[src/rtl/dms_ctrl_pkg.sv]
// rtl/dms_ctrl_pkg.sv - shared types and constants for the DMS lock sequencer
package dms_ctrl_pkg;

    typedef enum logic [2:0] {
        IDLE,
        PRECHARGE,
        SEARCH,
        ACQ,
        LOCKED,
        FAIL
    } state_t;

    localparam logic [1:0] ISEL_OFF = 2'd0;
    localparam logic [1:0] ISEL_TRK = 2'd1;
    localparam logic [1:0] ISEL_ACQ = 2'd3;

    // Signed up-minus-down result: counters are win_log2+1 bits, plus a sign bit.
    function automatic int diff_width(input int win_log2);
        return win_log2 + 2;
    endfunction

endpackage

[src/rtl/dms_pd_window.sv]
// rtl/dms_pd_window.sv - PFD up/down synchronizer, windowed counters and signed diff strobe
module dms_pd_window
    import dms_ctrl_pkg::*;
#(
    parameter int WIN_LOG2 = 6
) (
    input  logic                                     clk_i,
    input  logic                                     rst_i,
    input  logic                                     en_i,
    input  logic                                     up_i,
    input  logic                                     down_i,
    output logic signed [diff_width(WIN_LOG2)-1:0]   diff_o,
    output logic                                     valid_o
);

    localparam int DW = diff_width(WIN_LOG2);
    localparam int CW = WIN_LOG2 + 1;

    logic [1:0]           up_sync_q;
    logic [1:0]           dn_sync_q;
    logic [WIN_LOG2-1:0]  win_cnt_q, win_cnt_d;
    logic [CW-1:0]        up_cnt_q, up_cnt_d;
    logic [CW-1:0]        dn_cnt_q, dn_cnt_d;
    logic signed [DW-1:0] diff_q, diff_d;
    logic                 valid_q, valid_d;

    logic                 up_inc;
    logic                 dn_inc;
    logic                 win_last;
    logic [CW-1:0]        up_tot;
    logic [CW-1:0]        dn_tot;

    assign up_inc   = up_sync_q[1] & ~dn_sync_q[1];
    assign dn_inc   = dn_sync_q[1] & ~up_sync_q[1];
    assign win_last = &win_cnt_q;
    assign up_tot   = up_cnt_q + CW'(up_inc);
    assign dn_tot   = dn_cnt_q + CW'(dn_inc);

    // The last sample of a window is folded into the result, so every window spans 2^WIN_LOG2 samples.
    always_comb begin
        win_cnt_d = '0;
        up_cnt_d  = '0;
        dn_cnt_d  = '0;
        diff_d    = diff_q;
        valid_d   = 1'b0;
        if (en_i) begin
            win_cnt_d = win_cnt_q + WIN_LOG2'(1);
            if (win_last) begin
                diff_d  = $signed({1'b0, up_tot}) - $signed({1'b0, dn_tot});
                valid_d = 1'b1;
            end else begin
                up_cnt_d = up_tot;
                dn_cnt_d = dn_tot;
            end
        end
    end

    always_ff @(posedge clk_i or posedge rst_i) begin
        if (rst_i) begin
            up_sync_q <= '0;
            dn_sync_q <= '0;
            win_cnt_q <= '0;
            up_cnt_q  <= '0;
            dn_cnt_q  <= '0;
            diff_q    <= '0;
            valid_q   <= 1'b0;
        end else begin
            up_sync_q <= {up_sync_q[0], up_i};
            dn_sync_q <= {dn_sync_q[0], down_i};
            win_cnt_q <= win_cnt_d;
            up_cnt_q  <= up_cnt_d;
            dn_cnt_q  <= dn_cnt_d;
            diff_q    <= diff_d;
            valid_q   <= valid_d;
        end
    end

    assign diff_o  = diff_q;
    assign valid_o = valid_q;

endmodule

[src/rtl/dms_lock_ctrl.sv]
// rtl/dms_lock_ctrl.sv - precharge, VCO band search, acquisition and lock supervision FSM
module dms_lock_ctrl
    import dms_ctrl_pkg::*;
#(
    parameter int WIN_LOG2      = 6,
    parameter int BAND_W        = 4,
    parameter int BAND_INIT     = 8,
    parameter int CNT_TOL       = 4,
    parameter int UNLOCK_TOL    = 16,
    parameter int LOCK_WINDOWS  = 4,
    parameter int PRECHARGE_CYC = 32
) (
    input  logic              refclk_i,
    input  logic              rst_i,
    input  logic              start_i,
    input  logic              up_i,
    input  logic              down_i,
    output logic              cp_en_o,
    output logic [1:0]        cp_isel_o,
    output logic [BAND_W-1:0] vco_band_o,
    output logic              locked_o,
    output logic              cal_done_o,
    output logic              cal_fail_o
);

    localparam int DW     = diff_width(WIN_LOG2);
    localparam int PRE_W  = (PRECHARGE_CYC > 1) ? $clog2(PRECHARGE_CYC) : 1;
    localparam int LOCK_W = $clog2(LOCK_WINDOWS + 1);

    localparam logic signed [DW-1:0] TOL_P = DW'(CNT_TOL);
    localparam logic signed [DW-1:0] TOL_N = -TOL_P;
    localparam logic signed [DW-1:0] UNL_P = DW'(UNLOCK_TOL);
    localparam logic signed [DW-1:0] UNL_N = -UNL_P;
    localparam logic [BAND_W-1:0]    BAND_RST = BAND_W'(BAND_INIT);

    state_t               state_q, state_d;
    logic [BAND_W-1:0]    band_q, band_d;
    logic [PRE_W-1:0]     pre_cnt_q, pre_cnt_d;
    logic [LOCK_W-1:0]    lock_cnt_q, lock_cnt_d;
    logic                 settle_q, settle_d;
    logic                 last_up_q, last_up_d;
    logic                 last_dn_q, last_dn_d;
    logic                 done_q, done_d;
    logic                 fail_q, fail_d;
    logic                 cp_en_q, cp_en_d;
    logic [1:0]           isel_q, isel_d;
    logic                 locked_q, locked_d;

    logic                 win_en;
    logic                 win_valid;
    logic signed [DW-1:0] win_diff;
    logic                 go_up;
    logic                 go_dn;
    logic                 balanced;
    logic                 unlock;

    assign win_en = (state_q == SEARCH) || (state_q == ACQ) || (state_q == LOCKED);

    dms_pd_window #(
        .WIN_LOG2 (WIN_LOG2)
    ) u_pd_window (
        .clk_i   (refclk_i),
        .rst_i   (rst_i),
        .en_i    (win_en),
        .up_i    (up_i),
        .down_i  (down_i),
        .diff_o  (win_diff),
        .valid_o (win_valid)
    );

    // Positive diff means the PFD saw more up pulses: the VCO is slow.
    assign go_up    = win_diff > TOL_P;
    assign go_dn    = win_diff < TOL_N;
    assign balanced = !go_up && !go_dn;
    assign unlock   = (win_diff > UNL_P) || (win_diff < UNL_N);

    always_comb begin
        state_d    = state_q;
        band_d     = band_q;
        pre_cnt_d  = pre_cnt_q;
        lock_cnt_d = lock_cnt_q;
        settle_d   = settle_q;
        last_up_d  = last_up_q;
        last_dn_d  = last_dn_q;
        done_d     = done_q;
        fail_d     = fail_q;

        unique case (state_q)
            IDLE: begin
                if (start_i) begin
                    state_d   = PRECHARGE;
                    pre_cnt_d = '0;
                end
            end
            PRECHARGE: begin
                if (pre_cnt_q == PRE_W'(PRECHARGE_CYC - 1)) begin
                    state_d   = SEARCH;
                    settle_d  = 1'b0;
                    last_up_d = 1'b0;
                    last_dn_d = 1'b0;
                end else begin
                    pre_cnt_d = pre_cnt_q + PRE_W'(1);
                end
            end
            SEARCH: begin
                if (win_valid) begin
                    if (settle_q) begin
                        settle_d = 1'b0;
                    end else if (balanced) begin
                        done_d     = 1'b1;
                        lock_cnt_d = '0;
                        state_d    = ACQ;
                    end else if ((go_up && (band_q == '1)) || (go_dn && (band_q == '0))) begin
                        fail_d  = 1'b1;
                        state_d = FAIL;
                    end else begin
                        band_d    = go_up ? band_q + BAND_W'(1) : band_q - BAND_W'(1);
                        settle_d  = 1'b1;
                        last_up_d = go_up;
                        last_dn_d = go_dn;
                        // A reversal means the target lies between the last two bands.
                        if ((go_up && last_dn_q) || (go_dn && last_up_q)) begin
                            done_d     = 1'b1;
                            lock_cnt_d = '0;
                            state_d    = ACQ;
                        end
                    end
                end
            end
            ACQ: begin
                if (win_valid) begin
                    if (settle_q) begin
                        settle_d = 1'b0;
                    end else if (balanced) begin
                        lock_cnt_d = lock_cnt_q + LOCK_W'(1);
                        if (lock_cnt_q == LOCK_W'(LOCK_WINDOWS - 1)) begin
                            state_d = LOCKED;
                        end
                    end else begin
                        lock_cnt_d = '0;
                    end
                end
            end
            LOCKED: begin
                if (win_valid && unlock) begin
                    lock_cnt_d = '0;
                    state_d    = ACQ;
                end
            end
            FAIL: begin
            end
            default: begin
                state_d = IDLE;
            end
        endcase

        if (!start_i) begin
            state_d    = IDLE;
            band_d     = BAND_RST;
            pre_cnt_d  = '0;
            lock_cnt_d = '0;
            settle_d   = 1'b0;
            last_up_d  = 1'b0;
            last_dn_d  = 1'b0;
            done_d     = 1'b0;
            fail_d     = 1'b0;
        end

        cp_en_d  = (state_d == PRECHARGE) || (state_d == SEARCH) ||
                   (state_d == ACQ) || (state_d == LOCKED);
        locked_d = (state_d == LOCKED);
        unique case (state_d)
            PRECHARGE, SEARCH, ACQ: isel_d = ISEL_ACQ;
            LOCKED:                 isel_d = ISEL_TRK;
            default:                isel_d = ISEL_OFF;
        endcase
    end

    always_ff @(posedge refclk_i or posedge rst_i) begin
        if (rst_i) begin
            state_q    <= IDLE;
            band_q     <= BAND_RST;
            pre_cnt_q  <= '0;
            lock_cnt_q <= '0;
            settle_q   <= 1'b0;
            last_up_q  <= 1'b0;
            last_dn_q  <= 1'b0;
            done_q     <= 1'b0;
            fail_q     <= 1'b0;
            cp_en_q    <= 1'b0;
            isel_q     <= ISEL_OFF;
            locked_q   <= 1'b0;
        end else begin
            state_q    <= state_d;
            band_q     <= band_d;
            pre_cnt_q  <= pre_cnt_d;
            lock_cnt_q <= lock_cnt_d;
            settle_q   <= settle_d;
            last_up_q  <= last_up_d;
            last_dn_q  <= last_dn_d;
            done_q     <= done_d;
            fail_q     <= fail_d;
            cp_en_q    <= cp_en_d;
            isel_q     <= isel_d;
            locked_q   <= locked_d;
        end
    end

    assign cp_en_o    = cp_en_q;
    assign cp_isel_o  = isel_q;
    assign vco_band_o = band_q;
    assign locked_o   = locked_q;
    assign cal_done_o = done_q;
    assign cal_fail_o = fail_q;

endmodule

[config.mk]
export PLATFORM = sky130hd
export DESIGN_NAME = dms_lock_ctrl
export DESIGN_NICKNAME = d
export VERILOG_FILES = /design/src/rtl/dms_ctrl_pkg.sv /design/src/rtl/dms_pd_window.sv /design/src/rtl/dms_lock_ctrl.sv
export SDC_FILE = /design/constraint.sdc
export NUM_CORES = 1
export LEC_CHECK = 0
export BUFFER_PORTS_ARGS = -buffer_cell sky130_fd_sc_hd__buf_2
export CORE_MARGIN = 10
export CORE_UTILIZATION = 51
export DETAILED_ROUTE_END_ITERATION = 7
export PLACE_DENSITY = 0.66
export SLEW_MARGIN = 20
export SYNTH_ARGS = -nofsm -noshare
export SYNTH_HDL_FRONTEND = slang
export SYNTH_SLANG_ARGS = --single-unit
export TNS_END_PERCENT = 30
[constraint.sdc]
create_clock -name refclk_i -period 2.7 [get_ports refclk_i]
set_input_delay 0 -clock refclk_i [delete_from_list [all_inputs] [get_ports refclk_i]]
set_output_delay 0 -clock refclk_i [all_outputs]
set_load 0.05 [all_outputs]
* Word-level counts from Yosys, hierarchy flattened
Cells that the tools add are included.
** Operators by class
- $add $sub $neg :: 8
- Equal/unequal tests :: 35
- Mux-type cells :: 75
- Magnitude comparators :: 4
- Bitwise gates (word level) :: 4
- Multiply operators :: 0
- Reduce and logical (&&, ||, !) cells :: 28
- Divide/modulo/power cells :: 0
- Shift operators :: 0
** Operators with widths (number)
- two-way mux 3 bit :: 22
- two-way mux 1 bit :: 32
- two-way mux 4 bit :: 7
- two-way mux 7 bit :: 4
- != test 3 bit, second input constant :: 7
- one-hot mux 3 bit (6 select lines) :: 1
- == test 3 x 2 -> 1 bit, second input constant :: 5
- AND reduction 5 bit :: 3
- adder 7 x 1 -> 7 bit :: 2
- AND reduction 6 bit :: 2
- two-way mux 5 bit :: 2
- one-hot mux 5 bit (2 select lines) :: 1
- == test 3 bit, second input constant :: 3
- != test 3 x 1 -> 1 bit, second input constant :: 3
- != test 3 x 2 -> 1 bit, second input constant :: 3
- one-hot mux 3 bit (3 select lines) :: 1
- greater-than comparator 8 x 4 -> 1 bit, second input constant :: 1
- greater-than comparator 8 x 6 -> 1 bit, second input constant :: 1
- logical OR 1 bit :: 8
- less-than comparator 8 x 3 -> 1 bit, second input constant :: 1
- less-than comparator 8 x 5 -> 1 bit, second input constant :: 1
- != test 4 x 1 -> 1 bit, second input constant :: 2
- AND reduction 8 bit :: 1
- subtractor 7 x 7 -> 8 bit :: 1
- 26 further kinds :: 40
** Word-level totals
- Input port bits :: 5
- Memory bits (writable) :: 0
- Latch bits :: 0
- Bits in registers :: 57
- Memories kept :: 0
- Output and inout bits :: 10
- ROM bits :: 0
- Word-level logic and storage cells :: 173

* Logic depth before layout (Yosys ltp)
- Word-level depth :: 14
- Depth in mapped cells :: 11
- Mapped depth without buffers :: 11

* By module
Synthesis repeated with hierarchy kept, for this count alone.
** Second synthesis, totals
- Cells, all modules :: 304
- Area, all modules :: 3109.2 µm²
** Modules (own cells, without submodules)
- dms_pd_window :: seq. area each 825.8 µm², area an instance 1624.1 µm², cells each 151, times used 1
- dms_lock_ctrl :: seq. area each 576.8 µm², area an instance 1485.2 µm², cells each 153, times used 1

* Least setup slack after synthesis
No wires, ideal clock.
- Path kind :: reg-to-reg
- From :: register band_q[1], in the netlist vco_band_o[1]
- To :: register lock_cnt_q[0]
- Arrival time :: 2.411 ns
- Slack :: 0.161 ns
- Stages on the path, launching flop included :: 8
- Clock period less this slack :: 2.539 ns
- Path buffers :: 1
- Library setup time :: 0.128 ns
- Data required time :: 2.572 ns
- Path through :: dfrtp_1 buf_6 or4_4 nor2_2 a21oi_2 a211o_1 a311oi_2 mux2_1
** On the way
- Longest elaborated chain between the ends :: 5
- Elaborated cells between the ends (all ways) :: 7
- Those cells by class :: eq/ne (2); reduce/logical (5)
** RTL lines
- start: declaration :: line dms_lock_ctrl.sv:37 : logic [BAND_W-1:0] band_q, band_d;
- start signal: assignment :: line dms_lock_ctrl.sv:195 : band_q <= band_d;
- == test 4 bit / zero test 4 bit (equally long branches) :: line dms_lock_ctrl.sv:113 : end else if ((go_up && (band_q == '1)) || (go_dn && (band_q == '0))) begin
- logical AND 1 bit :: line dms_lock_ctrl.sv:113
- logical OR 1 bit * :: line dms_lock_ctrl.sv:113
- != test 4 bit (no source line) *
- AND reduction 8 bit (no source line) *
- end signal: assignment :: line dms_lock_ctrl.sv:197 : lock_cnt_q <= lock_cnt_d;
- end: declaration :: line dms_lock_ctrl.sv:39 : logic [LOCK_W-1:0] lock_cnt_q, lock_cnt_d;
Mark *: on every way between the ends. The rest lies on a longest branch, timed or not.
A chain may end at the register's enable or synchronous reset.

* Worst setup path after layout
- From :: register u_pd_window.diff_q[3], in the netlist u_pd_window.diff_o[3]
- To :: register lock_cnt_q[1]
** On the way
- Longest elaborated chain between the ends :: 8
- Elaborated cells between the ends (all ways) :: 27
- Those cells by class :: order compare (4); eq/ne (3); mux (8); reduce/logical (12)
** RTL lines
- start: declaration :: line dms_pd_window.sv:24 : logic signed [DW-1:0] diff_q, diff_d;
- start signal: assignment :: line dms_pd_window.sv:73 : diff_q <= diff_d;
- greater-than comparator 8 x 4 -> 1 bit / less-than comparator 8 x 3 -> 1 bit (equally long branches) :: line dms_lock_ctrl.sv:72, dms_lock_ctrl.sv:73
- zero test 1 bit :: line dms_lock_ctrl.sv:74 : assign balanced = !go_up && !go_dn;
- logical AND 1 bit :: line dms_lock_ctrl.sv:74
- two-way mux 3 bit (on tied branches) :: line dms_lock_ctrl.sv:134, dms_lock_ctrl.sv:109
- two-way mux 3 bit (on tied branches) :: line dms_lock_ctrl.sv:132, dms_lock_ctrl.sv:107
- two-way mux 3 bit (on tied branches) :: line dms_lock_ctrl.sv:131, dms_lock_ctrl.sv:106
- one-hot mux 3 bit (3 select lines) :: line dms_lock_ctrl.sv:88 : unique case (state_q)
- two-way mux 3 bit :: line dms_lock_ctrl.sv:157 : if (!start_i) begin
Several ways; a longest one is shown, not always the timed one. The select of a mux whose other input is x is not followed.

==> results.py <==
metrics = {
    "timing": {
        "worst_pin_slew_ns": 0.575,
        "tns_ns": 0,
        "drv_slew": 0,
        "fin_crit_sh_pct": 93.0,
        "fmax_ghz": 0.398,
        "setup_viol": 0,
        "setup_slack_ns": 0.188,
        "fin_crit_ns": 2.51,
        "maxSlewHeadroom_pct": 60.7,
        "worst_clock_skew_ns": 0.0136,
        "hold_violations": 0,
    },
    "clocking": {
        "clk_pin_slew_ns": 0.11,
        "root_buffer": "clkbuf_8",
        "clk_latency_ns": 0.31,
        "cts.sinks": 56,
        "numCtsBuffers": 5,
        "cts_tree": "done",
        "h-tree-depth": 2,
        "cts_buffer_depth": 2,
    },
    "logic_synthesis": {
        "synth.net_count": 337,
        "synthFlopType": "dfrtp_1",
        "synthTopCellsByArea": "dfrtp_1 45%, ha_1 7.0%, nor2_1 4.9%, nand2_1 2.9%, nor2b_1 2.7%",
        "synth_cell_types": 58,
        "ys_ff_latch": 56,
        "yosysWarningCount": 0,
        "syn_avg_cell_area_um2": 9.73,
        "syn_inst": 314,
        "ys_async_sr_fraction_pct": 100,
        "syn_area_um2": 3060,
        "synth_seq_area_share_pct": 45.9,
        "synth.largest_area_cell": "dfrtp_1",
        "synth-edff-count": 0,
        "synth_top_area_share_pct": 45.0,
    },
    "grt": {
        "grt_pass1_vias": 2281,
        "grt_pass1_wl_um": 10800,
        "overflow": 0,
        "grtUsageTotal_pct": 13.3,
        "grt_max_degree": 45,
        "grt_antenna_before_repair": 0,
    },
    "layout": {
        "fin_area_um2": 3400,
        "fin_util_pct": 57.8,
        "layout_common_cells": "55 x dfrtp_1, 40 x nor2_1, 24 x nand2_1, 17 x ha_1, 14 x buf_2",
        "area_delta_synth_final_pct": 11.3,
        "seq_area_um2": 1400,
        "drive_gt1_share_pct": 14.2,
        "final_common_cell": "dfrtp_1",
        "multi_input_area_um2": 1560,
        "fill_cells": 533,
        "antenna_cells": 0,
        "nNetsFinal": 360,
    },
    "route": {
        "via_per_inst": 5.51,
        "dr_total_vias": 2275,
        "ant_nets": 0,
        "dr.pass1.iters": 4,
        "routed_wl_um": 5930,
        "drc": 0,
        "wire_per_inst_um": 14.4,
        "drtIter0Drc": 78,
    },
    "die": {
        "fp.dieH_um": 97.4,
        "io_pins": 15,
        "dieArea_um2": 9490,
        "dieWidth_um": 97.4,
        "std_cell_rows": 28,
        "initial_core_util_pct": 51.9,
        "core_um2": 5890,
    },
    "placed_design": {
        "place_ws_ns": 0.157,
        "dpl.hpwl_um": 4420,
        "numPortBuffers": 14,
        "postPlaceCellArea_um2": 3240,
        "gp_congestion": 0.894,
    },
    "worst_setup_path": {
        "cp.required_ns": 2.89,
        "crit_start": "u_pd_window.diff_o[3]$_DFFE_PP0P_",
        "endpoint": "lock_cnt_q[1]$_DFFE_PP0P_",
        "arrival_ns": 2.70,
        "cp_num_buf_inv": 0,
        "critPathLaunchType": "flop",
        "worstPathMaxFanout": 6,
        "max_stage_delay_ns": 0.45,
        "rrSetupSlack_ns": 0.19,
        "reg2reg_from": "u_pd_window.diff_o[3]$_DFFE_PP0P_",
        "path_class": "flop to flop",
        "cp_slowest_cell": "dfrtp_1",
        "path_delay_family": "compound AO/OA/AOI/OAI gates",
        "reg2reg_depth": 6,
        "reg2reg_to": "lock_cnt_q[1]$_DFFE_PP0P_",
        "path_cells": "nor4_4, a21oi_1, or2_0, a211o_1, a311oi_2, mux2_1",
        "cp.depth": 6,
        "end_kind": "flop",
    },
    "hold_path": {
        "hp-class": "primary input to asynchronous set/reset pin",
    },
    "power": {
        "powerDensity_nw_per_um2": 430,
        "max-vdd-ir-drop_v": 0.000253,
        "p_leak_nw": 1.59,
        "power.total_mw": 1.46,
    },
    "status": {
        "status": "completed",
    },
    "flow_run": {
        "maxCapViolCount": 0,
    },
}
[cells in the mapped netlist (3+ instances only)]
library cell  count
nand4_1           3
o21ai_0          12
xnor2_1           9
a21o_1            4
nand2_1          24
nor2_1           40
and3_1            5
and2_1            3
clkbuf_1          9
a22oi_1           5
dfrtp_1          55
nand3_1          12
a21oi_1          13
o31ai_1           4
nor3_1            8
nor2b_1          13
or2_2             3
inv_1            13
xor2_1            9
mux2_1            3
ha_1             17
o21a_1            5
nor3b_1           5
[metrics by stage]
stage,cells,hold WS (ns)
global route,413,0.172
detailed placement,401,-0.0422
CTS,413,0.155
global placement,401,-0.0511
finish,413,0.150
floorplan,314,0.0314
[worst min path at each step]
stage	to	cells after the start
floorplan	u_pd_window.dn_sync_q[0]$_DFF_PP0_	0
global placement	u_pd_window.diff_o[0]$_DFFE_PP0P_	2
detailed placement	cal_done_o$_DFFE_PP0P_	2
CTS	cal_done_o$_DFFE_PP0P_	3
global route	cal_done_o$_DFFE_PP0P_	3
finish	cal_done_o$_DFFE_PP0P_	3
[routing by layer]
| layer | part of all wire [%] | global-route usage, % | wire (um) | up-vias |
|---|---|---|---|---|
| met2 | 48 | 21.0 | 2870 | 25 |
| met1 | 47 | 17.4 | 2810 | 1104 |
| met5 | 0 | 0 | 0 | - |
| met4 | 1.9 | 4.70 | 114 | 0 |
| li1 | - | - | - | 1138 |
| met3 | 2.4 | 2.92 | 140 | 8 |
[repair_timing]
action,in CTS,in global routing
endpoints found under the hold margin,16,0
gates resized for setup,0,5
setup endpoints to repair,0,3
setup buffers,0,0
hold buffers,4,0
[registers in the layout, summed over array words and instances (netlist names)]
| register | cells |
|---|---|
| last_up_q | 1 |
| u_pd_window.dn_sync_q | 2 |
| u_pd_window.up_cnt_q | 7 |
| lock_cnt_q | 3 |
| pre_cnt_q | 5 |
| locked_o | 1 |
| state_q | 3 |
| u_pd_window.up_sync_q | 2 |
| last_dn_q | 1 |
| settle_q | 1 |
| cp_isel_o | 2 |
| u_pd_window.valid_o | 1 |
| u_pd_window.diff_o | 8 |
| u_pd_window.win_cnt_q | 6 |
| cal_fail_o | 1 |
| vco_band_o | 4 |
| u_pd_window.dn_cnt_q | 7 |
| cal_done_o | 1 |
[cell type report]
class	instances	area share (%)
tap	75	2.76
timing repair buffer	28	5.45
clock inverter	2	1.03
clock buffer	6	2.13
sequential	56	41.3
multi-input combinational	233	45.9
inverter	13	1.44
[worst reg2reg max path: stages (launching register included)]
cell	delay (ns)
dfrtp_1	0.45
nor4_4	0.43
a21oi_1	0.15
or2_0	0.25
a211o_1	0.33
a311oi_2	0.41
mux2_1	0.37
[logic make-up (layout without fill, tap and decap cells)]
family | Yosys count | in the layout | synth area share [%]
fa+ha+maj | 18 | 18 | 7.62
buf+inv | 25 | 49 | 3.48
xor+xnor | 18 | 18 | 5.16
flops | 56 | 56 | 45.9
simple gates | 128 | 128 | 21.3
compound gates | 64 | 64 | 14.8
mux | 5 | 5 | 1.76
[report_power, final]
part / total [mW] / internal, mW / switching, mW / leakage [nW]
registers: 0.848 / 0.845 / 0.00336 / 0.762
logic: 0.0683 / 0.0212 / 0.0471 / 0.776
clock network: 0.546 / 0.276 / 0.270 / 0.0552
total: 1.46 / 1.14 / 0.321 / 1.59
Power figures use the tool's default switching activity.
